<file path="src/rtl/ode_bu_row_scheduler.sv">
// Row scheduler for h*(B.U): one shared saturating fixed-point multiplier,
// time-multiplexed between the per-row dot product and the final h scale.
module ode_bu_row_scheduler #(
  parameter int M    = 3,
  parameter int N    = 2,
  parameter int FRAC = 8
) (
  input  logic              clk,
  input  logic              reset,
  input  logic              start,
  input  logic [15:0]       h,
  input  logic [16*M-1:0]   U,
  input  logic [16*N*M-1:0] B,
  output logic [15:0]       out_data,
  output logic [15:0]       out_row,
  output logic              out_valid,
  input  logic              out_ready,
  output logic              busy,
  output logic              done,
  output logic              error
);

  localparam int KW = (M > 1) ? $clog2(M) : 1;
  localparam int RW = (N > 1) ? $clog2(N) : 1;
  localparam logic signed [31:0] P_MAX = 32'sd32767;
  localparam logic signed [31:0] P_MIN = -32'sd32768;

  typedef enum logic [2:0] {IDLE, MAC, SCALE, OUT, FIN} state_t;

  state_t                state_q, state_d;
  logic signed [15:0]    h_q, h_d;
  logic signed [15:0]    u_q [M];
  logic signed [15:0]    u_d [M];
  logic signed [15:0]    b_q [N][M];
  logic signed [15:0]    b_d [N][M];
  logic signed [15:0]    acc_q, acc_d;
  logic [KW-1:0]         k_q, k_d;
  logic [RW-1:0]         r_q, r_d;
  logic [15:0]           out_data_q, out_data_d;
  logic [15:0]           out_row_q, out_row_d;
  logic                  out_valid_q, out_valid_d;
  logic                  busy_q, busy_d;
  logic                  done_q, done_d;
  logic                  err_q, err_d;

  logic signed [15:0]    mul_a, mul_b, mul_res;
  logic signed [31:0]    prod, prod_sh;
  logic                  mul_ovf;
  logic [16:0]           sum;
  logic [15:0]           add_res;
  logic                  add_ovf;

  // Shared multiplier: dot-product operands in MAC, acc*h in SCALE; saturating
  logic [16*N*M-1:0] unused_ok;
  always_comb begin
    unused_ok = B;
    mul_a = b_q[r_q][k_q];
    mul_b = u_q[k_q];
    if (state_q == SCALE) begin
      mul_a = acc_q;
      mul_b = h_q;
    end
    prod    = mul_a * mul_b;
    prod_sh = prod >>> FRAC;
    mul_ovf = 1'b0;
    mul_res = prod_sh[15:0];
    if (prod_sh > P_MAX) begin
      mul_res = 16'sh7FFF;
      mul_ovf = 1'b1;
    end else if (prod_sh < P_MIN) begin
      mul_res = -16'sh8000;
      mul_ovf = 1'b1;
    end
  end

  // Saturating accumulate: 17-bit sum, clamp when the top two bits disagree
  always_comb begin
    sum     = {acc_q[15], acc_q} + {mul_res[15], mul_res};
    add_ovf = sum[16] ^ sum[15];
    add_res = add_ovf ? (sum[16] ? 16'h8000 : 16'h7FFF) : sum[15:0];
  end

  // Next-state and datapath control
  always_comb begin
    state_d     = state_q;
    h_d         = h_q;
    u_d         = u_q;
    b_d         = b_q;
    acc_d       = acc_q;
    k_d         = k_q;
    r_d         = r_q;
    out_data_d  = out_data_q;
    out_row_d   = out_row_q;
    out_valid_d = out_valid_q;
    done_d      = 1'b0;
    err_d       = err_q;
    case (state_q)
      IDLE: if (start) begin
        h_d = h;
        for (int k = 0; k < M; k++) u_d[k] = U[16*(M-k)-1 -: 16];
        for (int r = 0; r < N; r++)
          for (int k = 0; k < M; k++) b_d[r][k] = B[16*(N*M-(r*M+k))-1 -: 16];
        r_d     = '0;
        k_d     = '0;
        acc_d   = '0;
        err_d   = 1'b0;
        state_d = MAC;
      end
      MAC: begin
        acc_d = add_res;
        if (mul_ovf || add_ovf) err_d = 1'b1;
        if (k_q == KW'(M-1)) state_d = SCALE;
        else k_d = k_q + KW'(1);
      end
      SCALE: begin
        out_data_d  = mul_res;
        out_row_d   = 16'(r_q);
        out_valid_d = 1'b1;
        if (mul_ovf) err_d = 1'b1;
        state_d     = OUT;
      end
      OUT: if (out_ready) begin
        out_valid_d = 1'b0;
        if (r_q == RW'(N-1)) begin
          done_d  = 1'b1;
          state_d = FIN;
        end else begin
          r_d     = r_q + RW'(1);
          k_d     = '0;
          acc_d   = '0;
          state_d = MAC;
        end
      end
      FIN: state_d = IDLE;
      default: state_d = IDLE;
    endcase
    busy_d = (state_d != IDLE);
  end

  // State and datapath registers, synchronous reset has priority
  always_ff @(posedge clk) begin
    if (reset) begin
      state_q     <= IDLE;
      h_q         <= '0;
      for (int k = 0; k < M; k++) u_q[k] <= '0;
      for (int r = 0; r < N; r++)
        for (int k = 0; k < M; k++) b_q[r][k] <= '0;
      acc_q       <= '0;
      k_q         <= '0;
      r_q         <= '0;
      out_data_q  <= '0;
      out_row_q   <= '0;
      out_valid_q <= 1'b0;
      busy_q      <= 1'b0;
      done_q      <= 1'b0;
      err_q       <= 1'b0;
    end else begin
      state_q     <= state_d;
      h_q         <= h_d;
      u_q         <= u_d;
      b_q         <= b_d;
      acc_q       <= acc_d;
      k_q         <= k_d;
      r_q         <= r_d;
      out_data_q  <= out_data_d;
      out_row_q   <= out_row_d;
      out_valid_q <= out_valid_d;
      busy_q      <= busy_d;
      done_q      <= done_d;
      err_q       <= err_d;
    end
  end

  assign out_data  = out_data_q;
  assign out_row   = out_row_q;
  assign out_valid = out_valid_q;
  assign busy      = busy_q;
  assign done      = done_q;
  assign error     = err_q;

endmodule
</file>
<file path="config.mk">
export PLATFORM = sky130hd
export DESIGN_NAME = ode_bu_row_scheduler
export DESIGN_NICKNAME = d
export VERILOG_FILES = /design/src/rtl/ode_bu_row_scheduler.sv
export SDC_FILE = /design/constraint.sdc
export NUM_CORES = 1
export LEC_CHECK = 0
export ABC_AREA = 1
export CAP_MARGIN = 40
export CORE_ASPECT_RATIO = 1.4
export CORE_MARGIN = 5
export CORE_UTILIZATION = 55
export DETAILED_ROUTE_END_ITERATION = 12
export PLACE_DENSITY = 0.87
export SYNTH_ARGS = -nofsm -noshare
export SYNTH_HDL_FRONTEND = slang
export SYNTH_SLANG_ARGS = --single-unit
</file>
<file path="constraint.sdc">
create_clock -name clk -period 12.4 [get_ports clk]
set_input_delay 2.48 -clock clk [delete_from_list [all_inputs] [get_ports clk]]
set_output_delay 2.48 -clock clk [all_outputs]
set_load 0.005 [all_outputs]
</file>
After elaboration in Yosys (flattened, before gate mapping)
Cells that the tools add are included.
Widths: inputs -> output; s select.
- reduce and logical (&&, ||, !) cells: 14
- equality and inequality tests: 10
- mux-type cells: 41
- multiply operators: 1
- $lt $le $gt $ge: 4
- bitwise gates (word level): 5
- add/subtract/negate cells: 3
- operator list (cell ; number):
    $mux 16 ; 13
    $mux 48 ; 3
    $bmux 16 s2 ; 2
    $pmux 16 s3 ; 1
    $mul 16x16->32 ; 1
    $gt 24x16->1 const B ; 1
    $lt 24x16->1 const B ; 1
    $add 16x16->17 ; 1
    $mux 3 ; 4
    $ne 2x2->1 const B ; 6
    $pmux 3 s4 ; 1
    $mux 1 ; 9
    $reduce_bool 3->1 ; 3
    $mux 2 ; 4
    $reduce_and 4->1 ; 2
    $eq 3x2->1 const B ; 2
    $pmux 2 s3 ; 1
    $reduce_and 5->1 ; 1
    $pmux 1 s2 ; 2
    $reduce_and 2->1 ; 2
    $reduce_bool 2->1 ; 2
    $eq 3x1->1 const B ; 1
    $ge 3x3->1 const B ; 1
    $logic_not 3->1 ; 1
    other kinds (12) ; 13
- input bits: 164
- word-level logic and storage cells: 98
- bits in registers: 203

Longest topological paths before layout
Gate-level depths: netlist of the first run.
- depth after elaboration: 17
- depth in mapped cells: 62
- mapped depth without buffers: 57

Worst setup path before layout of the first run
Ideal clock, no wire load.
- path kind: register to register
- start point: reg k_q[1]
- end point: reg acc_q[10]
- clock period less this slack: 9.674 ns
- setup slack: 2.726 ns
- stages on the path, launching flop included: 54
- data arrival time: 9.604 ns
- path buffers: 5
- library setup time: 0.070 ns
- cells stage by stage: dfxtp_1 buf_4 inv_4 nor2_4 clkbuf_1 clkinv_1 a21oi_1 o21ai_0 nand3_1 nand2_1 clkbuf_1 nor2_1 inv_1 fa_1 inv_1 fa_1 fa_1 fa_1 [18 not listed] nand2_2 ha_1 inv_1 fa_1 nor2_1 nand2_1 nand2_1 nand2_1 o211ai_1 a21boi_1 o21ai_0 a21boi_1 o21ai_0 o21ai_1 a21oi_1 buf_2 o21ai_0 a21oi_1
- cells in the longest elaborated chain, start to end: 13
- elaborated cells on any way between the ends: 19
- RTL lines (item ; line ; RTL):
    start: declaration ; 37 ; logic [KW-1:0] k_q, k_d;
    start signal: assignment ; 163 ; k_q <= k_d;
    $not 2->3 (not written as such) (*) ; 57, 58 ;
    $bmux 16 s2 (on tied branches) ; 57, 58 ;
    $mux 16 (on tied branches) (2 in a row) ; 57, 58 ;
    $mux 16 ; 59 ; if (state_q == SCALE) begin
    $mul 16x16->32 (*) ; 63 ; prod = mul_a * mul_b;
    $lt 24x16->1 ; 70 ; end else if (prod_sh < P_MIN) begin
    $mux 16 ; 70 ;
    $mux 16 (*) ; 67 ; if (prod_sh > P_MAX) begin
    net mul_res[0] ; 46 ; logic signed [15:0] mul_a, mul_b, mul_res;
    $add 16x16->17 (*) ; 78 ; sum = {acc_q[15], acc_q} + {mul_res[15], mul_res};
    $mux 16 or $xor 1x1->1 (tied branches) ; 80, 79 ;
    $mux 16 (*) ; 80 ; add_res = add_ovf ? (sum[16] ? 16'h8000 : 16'h7FFF) : sum[15:0];
    $pmux 16 s3 (*) ; 97 ; case (state_q)
    end signal: assignment ; 148 ; acc_q <= '0;
    end signal: assignment ; 162 ; acc_q <= acc_d;
    end: declaration ; 36 ; logic signed [15:0] acc_q, acc_d;
Mark *: on every way through the listed nets, which the timed path passes. The rest lies on a longest branch. The select of a mux whose other input is x is not followed.
A chain may end at the register's enable or synchronous reset.

Worst setup path in the final report of the first run
- start point: reg k_q[0]
- end point: reg acc_q[13]
Same word-level chain as after synthesis.

==> reports/summary.txt, run 1 <==
Die W - 170.3 um
Synthesized area per cell - 7.577 um^2
Async SR Flop Fraction - 0%
Max Root-Sink Buffers - 3
Slew headroom - 40.80%
Origin of the worst min-delay path - u_q[15]$_SDFFE_PP0P_
Power Dens Cells - 261.1 nW/um^2
Total track usage - 31.18%
CP max stage cell - fa_1
Simple-Gate Fraction of Synth Area - 16.25%
Crit start category - flip-flop
Adder-Cell Fraction of Synth Area - 32.65%
Clk Latency, worst-skew pair - 0.52 ns
RSZ-0062 raised after global routing - no
Metal2 WL - 30860 um
Setup Skew - 0.02010 ns
Worst setup EP type - flip-flop
IO Pins - 200
Critical Path RT - 12.82 ns
Peak fanout along the critical path - 34
Placed cell count - 3175
Cell area after synthesis - 19780 um^2
Main synth FF type - dfxtp_1
Largest net degree at the start of global routing - 98
Cell mode on critical path - inv_1
Via density - 5.642
EDFF count, synth - 0
H-tree levels - 1
Num rows - 82
Post-Syn Instances - 2611
Commonest non-fill, non-tap cell in the layout - inv_1
Uppermost routed layer - met4
CP peak stage delay - 0.85 ns
Lkg Pwr - 10.79 nW
# fillers - 3043
Buf/Inv on CP - 11
DP Wirelength - 49640 um
Commonest cells after routing, fill and taps aside - inv_1, nand2_1, a21oi_1
Clock Sink Count - 203
Port Buffers - 184
Tcrit/Tclk final - 92.80%
CTS tree - yes
Worst ir drop on vdd - 0.0003779 V
Via Count - 18140
Initial Util - 55.41%
First drt pass iteration count - 7
CP delay by family, top - adder cells
Initial antenna violation count - 0
Post-synthesis compound-gate area fraction - 15.35%
Levels on crit path - 49
Final setup viols - 0
Largest family of logic cells by synthesized area - adder cells
Warnings from Yosys - 0
Max-Cap Viols - 0
Routed wl met3 - 4227 um
Reg-to-Reg End - acc_q[13]$_SDFFE_PP0P_
Die area - 39910 um^2
Antenna cells - 0
CTS buffer count - 19
Clock Pin Slew Worst Setup and Hold Paths - 0.08 ns
Worst R2R Setup Slack - 0.89 ns
Vias in the first global route - 18820
Fin. Hold Viols - 0
Slew @ Worst Pin - 0.8880 ns
Worst Path Arrival - 11.93 ns
Die Y - 234.4 um
Xor/xnor share of the synthesized area - 1.986%
Root buf cell - clkbuf_16
Count of non-filler cells in the finished layout - 3215
Outcome - completed
DR WL/cell - 19.38 um
WS Path Type - flip-flop to flip-flop
Area Overhead vs Synth - 14.67%
Post-route setup TNS - 0 ns
Sequential cell area fraction in the yosys report - 20.54%
Final WL - 62300 um
Final #Nets - 3263
Gr ovfl total - 0
Final ANT Viol Nets - 0
Post-synthesis mux area share - 0%
Synth Register Bits - 203
Max Transition Viols Final - 0
Max frequency - 86.90 MHz
Reg-to-Reg Start - k_q[0]$_SDFFE_PP0P_
Synth cell types - 48
FF-to-FF path depth - 49
DR DRC count - 0
Final Util - 63.53%
Core area - 35700 um^2
First-pass GRT wire length - 97540 um
Min-Delay Path Class - flip-flop to flip-flop
Min-Delay Endpoint - u_q[15]$_SDFFE_PP0P_
1st-iter DRT viols - 1394
Met1 wire length - 21890 um
Final GP Congestion - 1.046
WHS Path Cells - 2
Layout cell share with drive strength beyond 1 - 5.194%
Minimum clock period after layout - 11.51 ns
-- logic make-up (layout without fill, tap and decap cells) --
kind of cell | count (synthesis) | count (layout)
and+or+nand+nor | 765 | 765
buffers and inverters | 669 | 797
AOI/OAI and AO/OA | 570 | 570
adders and majority gates | 359 | 359
DFF | 203 | 203
xor gates and xnor gates | 44 | 44
other | 1 | 15
-- cells in the mapped netlist (2+ instances only) --
cell / instances / area [um^2]
a21boi_1: 2 / 15.01
a21o_1: 3 / 22.52
a21oi_1: 289 / 1446
a22oi_1: 14 / 105.1
a31oi_1: 12 / 75.07
buf_1: 6 / 22.52
buf_2: 4 / 20.02
buf_4: 17 / 127.6
buf_6: 4 / 45.04
clkbuf_1: 105 / 394.1
clkinv_1: 9 / 33.78
dfxtp_1: 203 / 4064
fa_1: 262 / 5245
ha_1: 97 / 1214
inv_1: 517 / 1941
inv_2: 6 / 22.52
nand2_1: 403 / 1513
nand2_2: 27 / 168.9
nand3_1: 111 / 555.5
nand3_2: 5 / 50.05
nand3b_1: 2 / 15.01
nand4_1: 5 / 31.28
nor2_1: 186 / 698.2
nor2_4: 3 / 33.78
nor3_1: 11 / 55.05
nor4_1: 7 / 43.79
o211ai_1: 3 / 22.52
o21a_1: 4 / 30.03
o21ai_0: 207 / 1036
o21ai_1: 12 / 60.06
o21bai_1: 8 / 60.06
o21bai_2: 9 / 101.4
or2_2: 2 / 12.51
xnor2_1: 15 / 131.4
xor2_1: 28 / 245.2
-- worst reg2reg max path: cells and delay by family (launching register included) --
| kind | cells | cell delay [ns] |
|---|---|---|
| AND/OR/NAND/NOR | 13 | 1.74 |
| adder cells (fa/ha/maj) | 9 | 4.35 |
| AO/OA/AOI/OAI | 15 | 2.53 |
| XOR/XNOR | 1 | 0.27 |
| flip-flops | 1 | 0.77 |
| buffers and inverters | 11 | 1.74 |
-- routing by layer --
layer	vias up	global-route usage, %
met1	8674	34.99
met5	-	0
li1	8323	-
met4	0	21.62
met3	272	4.334
met2	870	54.39
-- registers in the layout (all words and copies together) (netlist names) --
name,flops
out_valid,1
h_q,16
u_q,48
error,1
state_q,3
out_data,16
k_q,2
r_q,1
done,1
b_q,96
out_row,1
busy,1
acc_q,16
-- report_power, final --
part,switching [mW],internal (mW)
registers,0.0367,0.715
logic,3.03,1.52
clock network,0.264,0.355
-- cell type report --
cell class,count,area (um^2),share of cell area (%)
well taps,462,578.1,2.548
clock buffers,22,496.7,2.190
inverters,533,2007,8.847
repair buffers,230,2210,9.741
clock inverters,12,153.9,0.6784
multi-input cells,1753,13170,58.07
flip-flops and latches,203,4065,17.92
-- per-stage QoR --
| step | hold slack (ns) | power [mW] | area, um^2 | setup slack (ns) |
|---|---|---|---|---|
| 3_3_place_gp | 0.4376 | 5.154 | 21930 | 0.9413 |
| 6_report | 0.4540 | 5.923 | 22680 | 0.8931 |
| 5_1_grt | 0.4704 | 6.472 | 22680 | 0.03199 |
| 4_1_cts | 0.4545 | 5.868 | 22630 | 0.5177 |
| 3_5_place_dp | 0.4429 | 5.234 | 21980 | 0.5869 |
| 2_1_floorplan | 0.4245 | 3.989 | 19840 | 2.726 |
-- repair_timing --
item	CTS	global route
setup endpoints to repair	0	16
hold buffers	0	0
gates resized for setup	0	2
buffers inserted	0	6
-- worst max-delay path by stage --
stage	from	slack [ns]	endpoint
2_1_floorplan	k_q[1]$_SDFFE_PP0P_	2.73	acc_q[10]$_SDFFE_PP0P_
3_3_place_gp	k_q[1]$_SDFFE_PP0P_	0.94	error$_SDFFE_PP0P_
3_5_place_dp	k_q[1]$_SDFFE_PP0P_	0.59	acc_q[13]$_SDFFE_PP0P_
4_1_cts	k_q[1]$_SDFFE_PP0P_	0.52	acc_q[13]$_SDFFE_PP0P_
5_1_grt	k_q[0]$_SDFFE_PP0P_	0.03	acc_q[13]$_SDFFE_PP0P_
6_report	k_q[0]$_SDFFE_PP0P_	0.89	acc_q[13]$_SDFFE_PP0P_
Note: power is estimated with default switching activity, not from simulation.
==> run 2, diff against run 1 <==
GPL_TIMING_DRIVEN = 0   (was unset)
==> reports/summary.txt, run 2 (synthesis gave the netlist of run 1 again) <==
Outcome - completed
Largest net degree at the start of global routing - 18
Num rows - 82
Largest regs - b_q (96), u_q (48)
Via density - 5.650
Placed cell count - 3281
Clock Sink Count - 203
1st-iter DRT viols - 1381
Max Transition Viols Final - 0
Slew headroom - 36.03%
Final Util - 64.63%
IO Pins - 200
CTS tree - yes
Layout cell share with drive strength beyond 1 - 4.875%
Peak fanout along the critical path - 16
Placement-stage cell area - 22340 um^2
Vias in the first global route - 20090
Final ANT Viol Nets - 0
# fillers - 3080
DR WL/cell - 19.74 um
Root buf cell - clkbuf_16
Initial antenna violation count - 1
Minimum clock period after layout - 11.64 ns
Fin area - 23080 um^2
Crit start category - flip-flop
Commonest non-fill, non-tap cell in the layout - inv_1
Max-Cap Viols - 0
Final #Nets - 3361
Fin. Hold Viols - 0
WS Path Type - flip-flop to flip-flop
Initial Util - 55.41%
Worst ir drop on vdd - 0.0003042 V
Max Root-Sink Buffers - 3
Hold buffers post-CTS - 0
Worst Path Arrival - 12.07 ns
Cell mode on critical path - nand2_1
First-pass GRT wire length - 102300 um
DR DRC count - 0
Port Buffers - 183
Via Count - 18720
Gr ovfl total - 0
First drt pass iteration count - 6
Post-route setup TNS - 0 ns
Tcrit/Tclk final - 93.86%
Largest Register - b_q
Antenna cells - 0
Post-route setup slack - 0.7615 ns
Max reg flops - 96
Clk Latency, worst-skew pair - 0.52 ns
DP Wirelength - 54720 um
CP peak stage delay - 0.56 ns
Commonest cells after routing, fill and taps aside - inv_1, nand2_1, a21oi_1
Critical Path RT - 12.83 ns
Final WL - 65390 um
CTS buffer count - 19
Final GP Congestion - 1.067
Area Overhead vs Synth - 16.65%
H-tree levels - 1
Worst Hold Slack - 0.4553 ns
DP Worst Slack - -0.08134 ns
RSZ-0062 raised after global routing - no
Lkg Pwr - 10.90 nW
Final setup viols - 0
Die area - 39910 um^2
Min-Delay Path Class - flip-flop to flip-flop
Worst setup EP type - flip-flop
Setup Skew - 0.01829 ns
Total track usage - 32.98%
Power Total - 5.965 mW
Power Dens Cells - 258.5 nW/um^2
Die Y - 234.4 um
Clock Pin Slew Worst Setup and Hold Paths - 0.07 ns
Count of non-filler cells in the finished layout - 3313
Die W - 170.3 um
CP max stage cell - fa_1
Max frequency - 85.92 MHz
Slew @ Worst Pin - 0.9560 ns
Core area - 35700 um^2
-- run 2: cell count changes in the layout (fill, tap and decap cells not counted), moves of 3 or more --
| cell | previous run | this run |
|---|---|---|
| a22oi_1 | 14 | 11 |
| buf_4 | 44 | 26 |
| clkbuf_2 | 0 | 5 |
| buf_1 | 0 | 5 |
| a22oi_2 | 0 | 3 |
| buf_6 | 0 | 6 |
| clkbuf_1 | 2 | 100 |
-- run 2: path summary, 6_finish.rpt --
| path | from | to | slack (ns) | cells after the start |
|---|---|---|---|---|
| max reg2reg | r_q$_SDFFE_PP0P_ | acc_q[13]$_SDFFE_PP0P_ | 0.76 | 58 |
| min reg2reg | b_q[79]$_SDFFE_PP0P_ | b_q[79]$_SDFFE_PP0P_ | 0.46 | 2 |
| max | r_q$_SDFFE_PP0P_ | acc_q[13]$_SDFFE_PP0P_ | 0.76 | 58 |
| min | b_q[79]$_SDFFE_PP0P_ | b_q[79]$_SDFFE_PP0P_ | 0.46 | 2 |
-- run 2: layer usage --
metal  routed length (um)  vias to the layer above  track usage [%]
met4                 6356                        0            26.04
met2                33000                      948            59.28
li1                     -                     8521                -
met3                 4611                      310            4.503
met5                    0                        -                0
met1                21430                     8938            34.12
-- run 2: repair_timing --
action	CTS	global route
gates resized for setup	1	17
setup buffers	0	0
hold endpoints to repair	0	0
endpoints found under the setup margin	10	16
pin swaps	0	0
-- run 2: where the power goes --
part           internal (mW)  total [mW]  switching (mW)
registers              0.714       0.744          0.0295
clock network          0.403       0.680           0.278
logic                   1.57        4.54            2.97
-- run 2: critical path, delay by kind of cell, from the launching register on --
| family | cells | cell delay [ns] |
|---|---|---|
| fa+ha+maj | 9 | 3.89 |
| compound gates | 14 | 2.64 |
| simple gates | 21 | 2.35 |
| buf+inv | 14 | 2.33 |
| flops | 1 | 0.30 |
-- run 2: layout make-up --
class	count	area (um^2)	area share [%]
Timing Repair Buffer	194	1922	8.328
Sequential cell	203	4064	17.61
Clock buffer	22	506.7	2.196
Buffer	134	608.1	2.635
Tap cell	462	578.1	2.505
Inverter	533	2008	8.702
Clock inverter	12	209.0	0.9055
Multi-Input combinational cell	1753	13180	57.12
